<file path="src/rtl/fu_wb_arbiter.sv">
// Writeback arbiter: per-unit result FIFOs merged onto one scoreboard port.
// Round-robin or fixed-priority grant, held stable while the port stalls.
module fu_wb_arbiter #(
  parameter int NR_CH      = 4,
  parameter int DEPTH      = 2,
  parameter int DATA_W     = 64,
  parameter int TRANS_ID_W = 3,
  parameter bit RR_EN      = 1'b1
) (
  input  logic                       clk_i,
  input  logic                       rst_i,
  input  logic                       flush_i,
  input  logic [NR_CH-1:0]           in_valid_i,
  output logic [NR_CH-1:0]           in_ready_o,
  input  logic [NR_CH*DATA_W-1:0]    in_data_i,
  input  logic [NR_CH*TRANS_ID_W-1:0] in_trans_id_i,
  input  logic [NR_CH-1:0]           in_ex_valid_i,
  input  logic [NR_CH*64-1:0]        in_ex_cause_i,
  output logic                       wb_valid_o,
  input  logic                       wb_ready_i,
  output logic [DATA_W-1:0]          wb_data_o,
  output logic [TRANS_ID_W-1:0]      wb_trans_id_o,
  output logic                       wb_ex_valid_o,
  output logic [63:0]                wb_ex_cause_o,
  output logic [$clog2(NR_CH)-1:0]   wb_ch_o
);

  localparam int PW  = $clog2(DEPTH);
  localparam int CW  = PW + 1;
  localparam int CHW = $clog2(NR_CH);
  localparam int EW  = DATA_W + TRANS_ID_W + 65;

  logic [NR_CH-1:0] nonempty;
  logic [EW-1:0]    head [NR_CH];
  logic [EW-1:0]    sel;
  logic [CHW-1:0]   grant;
  logic [CHW-1:0]   lock_ch;
  logic [CHW-1:0]   rr_ptr;
  logic             locked;
  logic             any;
  logic             fire;
  logic             found;
  int               idx;

  assign any  = |nonempty;
  assign fire = any & wb_ready_i;

  for (genvar c = 0; c < NR_CH; c++) begin : g_ch
    logic [EW-1:0] mem [DEPTH];
    logic [PW-1:0] rd_ptr;
    logic [PW-1:0] wr_ptr;
    logic [CW-1:0] cnt;
    logic          push;
    logic          pop;

    assign in_ready_o[c] = cnt < CW'(DEPTH);
    assign push = in_valid_i[c] & in_ready_o[c]
                & ~flush_i & ~rst_i;
    assign pop  = fire & (grant == CHW'(c)) & ~flush_i;
    assign nonempty[c] = cnt != '0;
    assign head[c] = mem[rd_ptr];

    always_ff @(posedge clk_i) begin
      if (rst_i || flush_i) begin
        rd_ptr <= '0;
        wr_ptr <= '0;
        cnt    <= '0;
      end else begin
        if (push) wr_ptr <= wr_ptr + 1'b1;
        if (pop)  rd_ptr <= rd_ptr + 1'b1;
        cnt <= cnt + CW'(push) - CW'(pop);
      end
    end

    always_ff @(posedge clk_i) begin
      if (push) begin
        mem[wr_ptr] <= {in_data_i[c*DATA_W +: DATA_W],
                        in_trans_id_i[c*TRANS_ID_W +: TRANS_ID_W],
                        in_ex_valid_i[c],
                        in_ex_cause_i[c*64 +: 64]};
      end
    end
  end

  // A stalled grant stays put; otherwise scan from rr_ptr (or from 0).
  always_comb begin
    grant = lock_ch;
    found = locked;
    idx   = 0;
    for (int i = 0; i < NR_CH; i++) begin
      idx = RR_EN ? (int'(rr_ptr) + i) % NR_CH : i;
      if (!found && nonempty[CHW'(idx)]) begin
        grant = CHW'(idx);
        found = 1'b1;
      end
    end
  end

  always_ff @(posedge clk_i) begin
    if (rst_i) begin
      locked  <= 1'b0;
      lock_ch <= '0;
      rr_ptr  <= '0;
    end else if (flush_i) begin
      locked <= 1'b0;
    end else begin
      locked  <= any & ~wb_ready_i;
      lock_ch <= grant;
      if (fire && RR_EN) begin
        rr_ptr <= (grant == CHW'(NR_CH - 1)) ? '0 : grant + 1'b1;
      end
    end
  end

  assign sel           = head[grant];
  assign wb_valid_o    = any;
  assign wb_data_o     = any ? sel[EW-1 -: DATA_W] : '0;
  assign wb_trans_id_o = any ? sel[65 +: TRANS_ID_W] : '0;
  assign wb_ex_valid_o = any & sel[64];
  assign wb_ex_cause_o = any ? sel[63:0] : '0;
  assign wb_ch_o       = any ? grant : '0;

endmodule
</file>
<file path="config.mk">
export PLATFORM = sky130hd
export DESIGN_NAME = fu_wb_arbiter
export DESIGN_NICKNAME = d
export VERILOG_FILES = /design/src/rtl/fu_wb_arbiter.sv
export SDC_FILE = /design/constraint.sdc
export NUM_CORES = 1
export LEC_CHECK = 0
export CORE_UTILIZATION = 55
export DETAILED_ROUTE_END_ITERATION = 6
export PLACE_DENSITY = 0.81
export SLEW_MARGIN = 20
export SYNTH_ARGS = -nofsm -noshare
export SYNTH_HDL_FRONTEND = slang
export SYNTH_SLANG_ARGS = --single-unit
</file>
<file path="constraint.sdc">
create_clock -name clk_i -period 20.5 [get_ports clk_i]
set_input_delay 3.075 -clock clk_i [delete_from_list [all_inputs] [get_ports clk_i]]
set_output_delay 3.075 -clock clk_i [all_outputs]
set_load 0.005 [all_outputs]
</file>
Yosys cells after proc, flatten, opt, wreduce, memory -nomap -nowiden
Memories as Yosys holds them, arrays and structs flattened. A register that Yosys moved wholly into a read port is not among the register bits.
Index checks and enable logic that the tools add are counted.

word-level totals
  register bits after elaboration = 21
  bits in latches = 0
  memory bits (writable) = 1056
  bits in read-only memories = 0
  bits of input ports = 536
  word-level logic and storage cells = 138
  memories = 4

operators by class
  add/sub/neg operators = 20
  $mul = 0
  div/mod/pow operators = 0
  $lt $le $gt $ge = 9
  eq/ne operators = 3
  shift operators = 0
  multiplexer cells = 43
  bitwise logic cells = 27
  reductions and logical operators = 17

memories
  memory       depth  width  read ports  clocked after Yosys merged registers in  write ports  line  RTL
  g_ch[0].mem  2      132    1           1                                        1            49    logic [EW-1:0] mem [DEPTH];
  g_ch[1].mem  2      132    1           1                                        1            49
  g_ch[2].mem  2      132    1           1                                        1            49
  g_ch[3].mem  2      132    1           1                                        1            49

operator list
  kind                   number
  $bmux W132 S2          1
  $mux W132              2
  $mux W64               2
  $mux W1                27
  $and A1 B1 Y1          23
  $lt A2 B4 Y1 const B   4
  $mux W2                6
  $add A1 B1 Y1 const B  8
  $add A2 B1 Y2          4
  $bmux W1 S2            4
  $lt A2 B2 Y1 const B   4
  $reduce_bool A2 Y1     4
  $sub A2 B1 Y2          4
  $add A2 B1 Y2 const B  2
  $add A2 B2 Y2 const B  2
  $eq A2 B2 Y1 const B   2
  $logic_and A1 B1 Y1    4
  $logic_not A1 Y1       4
  $reduce_or A4 Y1       1
  $ge A3 B3 Y1 const B   1
  $mux W3                1
  $not A1 Y1             3
  $not A2 Y3             1
  $eq A2 B1 Y1 const B   1
  4 further kinds        4

Logic depth before layout (Yosys ltp)
  depth in word-level cells = 20
  gate-level depth with buffers = 16
  gate-level depth less buffers = 14

Worst setup path after synthesis
OpenSTA, ideal clock, no wires.

  kind = in2reg
  start point = input port flush_i
  end point = memory g_ch[0].mem[0][0] in the netlist's numbering (enable)
  arrival = 9.300 ns
  required time = 19.874 ns
  setup slack = 10.575 ns
  stages on the path = 4
  buffers on the path = 1
  cell sequence = clkbuf_1 > nor2_1 > nand3_1 > nor2_1

on the way
  word-level cells in the longest chain between the ends = 5

RTL lines
  element                        line  RTL
  start: declaration             12    input logic flush_i,
  $not A1 Y1 (no line)           --
  $and A1 B1 Y1 (2 in series)    58    & ~flush_i & ~rst_i;
  $mux W1                        76    if (push) begin
  $mux W1 (implied by the code)  77    mem[wr_ptr] <= {in_data_i[c*DATA_W +: DATA_W],
  end: declaration               49

No other way between the ends.

Final worst setup path
  start point = register rr_ptr[0]
  end point = output port wb_data_o[5]

on the way
  word-level cells in the longest chain between the ends = 19

RTL lines
  element                                                                 line  RTL
  start: declaration                                                      38    logic [CHW-1:0] rr_ptr;
  start signal: assignment                                                110   rr_ptr <= (grant == CHW'(NR_CH - 1)) ? '0 : grant + 1'b1;
  parallel branches: the longest is 13 deep, another holds $add A2 B1 Y2  --
  $mux W2 (*)                                                             92    if (!found && nonempty[CHW'(idx)]) begin
  $not A2 Y3 (implied by the code) (*)                                    115   assign sel = head[grant];
  $bmux W132 S2 (*)                                                       115
  $mux W132 (implied by the code) (*) (2 in series)                       115
  $mux W64 (*)                                                            117   assign wb_data_o = any ? sel[EW-1 -: DATA_W] : '0;
  end: declaration                                                        21    output logic [DATA_W-1:0] wb_data_o,

Mark *: on every way between the ends. The select of a mux whose other input is x is not followed.

==> flow_summary.json <==
{
  "p_per_area_nw_per_um2": 88.3,
  "peakVddDrop_uv": 84.4,
  "cp_data_arrival_time_ns": 5.37,
  "crit_path_end_kind": "primary output",
  "synth_top_area_share_pct": 73.6,
  "fin_skew_ns": 0.0349,
  "dp.cells": 4426,
  "synth_area_per_cell_um2": 15.2,
  "dpl_cell_area_um2": 50800,
  "utilization_pct": 70.2,
  "core-area_um2": 77500,
  "worst_slack_ns": 12.05,
  "rr_worst_depth": 13,
  "ys_seq_area_share_pct": 74.7,
  "fin_hold_ws_ns": 0.470,
  "min_period_ns": 8.45,
  "clk_pin_slew_ns": 0.06,
  "initial_core_util_pct": 55.6,
  "numClockSinks": 1081,
  "io_buffers": 674,
  "nets": 4041,
  "grt_pass1_vias": 27300,
  "routed_wl_mm": 123,
  "fin_crit_sh_pct": 41.2,
  "syn_inst": 2843,
  "crit_type": "flip-flop to primary output",
  "stdcell_area_um2": 54400,
  "io_pins": 675,
  "row_count": 102,
  "yosysMostFrequentCell": "edfxtp_1",
  "cap_violations": 0,
  "synth_flop_cell": "edfxtp_1",
  "fin_cells": 4654,
  "timing_max_transition_violations_final": 0,
  "ant_nets": 0,
  "clk_path_buf_depth": 3,
  "relSlewSlack_pct": 21.6,
  "outcome": "finished clean",
  "leakagePower_nw": 17.4,
  "synth_area_leader_cell": "edfxtp_1",
  "startpoint": "rr_ptr[0]",
  "critPathMaxFanout": 82,
  "post-route-drc-count": 0,
  "grt.overflow.total": 0,
  "grt_util_all_layers_pct": 30.2,
  "ys_warn_count": 0,
  "synth.area.top_cells": "edfxtp_1 74%, mux2i_1 12%, nand2_1 4.6%, nand3_1 3.1%, a21oi_1 1.6%",
  "finalSetupTns_ns": 0,
  "async_flop_share_pct": 0,
  "grt_max_degree": 158,
  "rsz0062_at_grt": "no",
  "viasPerCell": 5.89,
  "die_w_um": 282,
  "dpl.hpwl_mm": 76.0,
  "cts_resized": 0,
  "crit_path_start_kind": "flip-flop",
  "synth_edf_count": 1056,
  "synth_seq_cells": 1081,
  "dr.pass1.iters": 5,
  "cts_setup_buffers": 0,
  "grt_pass1_wl_mm": 175,
  "r2r_setup_slack_ns": 16.05,
  "synth.distinct_cells": 44,
  "cts_tree": "done",
  "postCtsHoldBufs": 0,
  "yosys-top-cells-count": "1,056 x edfxtp_1, 532 x mux2i_1, 532 x nand2_1, 268 x nand3_1, 136 x a21oi_1",
  "setup_viol_count_final": 0,
  "worst_pin_slew_ns": 1.18,
  "wl_per_cell_um": 26.5,
  "syn_nets": 3388,
  "max_freq_mhz": 118,
  "area_growth_pct": 26.1,
  "place.gp.congestion": 0.846,
  "timing.rr.end": "g_ch[0].cnt[1]",
  "htreeDepth": 3,
  "drt_iter0_markers": 2753,
  "antenna_found_initial": 57,
  "vias": 27400,
  "clock-root-buffer": "clkbuf_16",
  "finalHoldViolCount": 0,
  "reg2reg_from": "rr_ptr[0]",
  "pre_cts_ws_ns": 12.67,
  "min_path_type": "flip-flop to flip-flop",
  "total_power_mw": 4.80,
  "die_area_um2": 79500,
  "die_y_um": 282,
  "worstSetupEndpoint": "wb_data_o[5]",
  "cp.required_ns": 17.43,
  "layout-drive-gt1-share_pct": 5.72,
  "numCtsBuffers": 107,
  "clk_latency_ns": 0.68,
  "netlist_area_um2": 43100
}
## area by class of cell
| class | count | area (um2) |
|---|---|---|
| antenna | 29 | 72.6 |
| clock buffer | 136 | 2830 |
| clock inverter | 62 | 589 |
| fill | 4985 | 23100 |
| inverter | 16 | 72.6 |
| multi-input combinational | 1579 | 10200 |
| sequential | 1081 | 32200 |
| tap | 1040 | 1300 |
| timing repair buffer | 711 | 7070 |
## cell families after synthesis
| kind of cell | count (synthesis) | synth area share (%) |
|---|---|---|
| compound gates | 156 | 1.93 |
| buf+inv | 183 | 1.80 |
| simple gates | 865 | 8.49 |
| fa+ha+maj | 9 | 0.261 |
| flops | 1081 | 74.7 |
| mux | 536 | 12.5 |
| xor+xnor | 13 | 0.264 |
## per-layer routing
layer / vias to the layer above / share of wire [%] / track usage, %
met2: 1693 / 49 / 50.0
li1: 11900 / - / -
met4: 60 / 4.0 / 13.0
met5: - / 0.32 / 0
met3: 321 / 11 / 8.74
met1: 13400 / 35 / 37.1
## critical path, stage by stage (launching register included)
cell and delay [ns]:
dfxtp_1 0.62, mux4_2 0.56, nor2b_1 0.16, o2111a_1 0.16, or2_4 0.47, inv_6 0.65, buf_4 0.75, nand3_1 0.39
a21oi_1 0.33, clkdlybuf4s50_1 0.56
## power by group
| part | internal [mW] | switching [mW] |
|---|---|---|
| sequential | 2.47 | 0.0115 |
| combinational | 0.191 | 0.231 |
| clock | 1.08 | 0.821 |
## worst min-delay path by stage
stage                     cells past startpoint   endpoint           start  slack [ns]
final                                         2  flip-flop  g_ch[0].rd_ptr        0.47
after global routing                          2  flip-flop  g_ch[1].rd_ptr        0.52
after CTS                                     2  flip-flop  g_ch[0].rd_ptr        0.47
after detailed placement                      2  flip-flop  g_ch[0].rd_ptr        0.46
after global placement                        2  flip-flop  g_ch[1].rd_ptr        0.45
after floorplan                               2  flip-flop  g_ch[0].rd_ptr        0.45
## layout by cell type (no fill, tap or decap), drive strengths merged, types with 17 or more instances in the layout
cell,instances
clkdlybuf4s50,674
a21oi,136
clkinv,49
inv,17
nor2,35
clkbuf,136
edfxtp,1056
buf,37
nand3,268
mux2i,532
diode,29
nand2,532
dfxtp,25
## registers in the layout, indices dropped and copies added (netlist names), named ones only
| signal | flops |
|---|---|
| g_ch.cnt | 8 |
| g_ch.mem | 1056 |
| g_ch.rd_ptr | 4 |
| g_ch.wr_ptr | 4 |
| lock_ch | 2 |
| locked | 1 |
| rr_ptr | 2 |
Power figures use the tool's default switching activity.
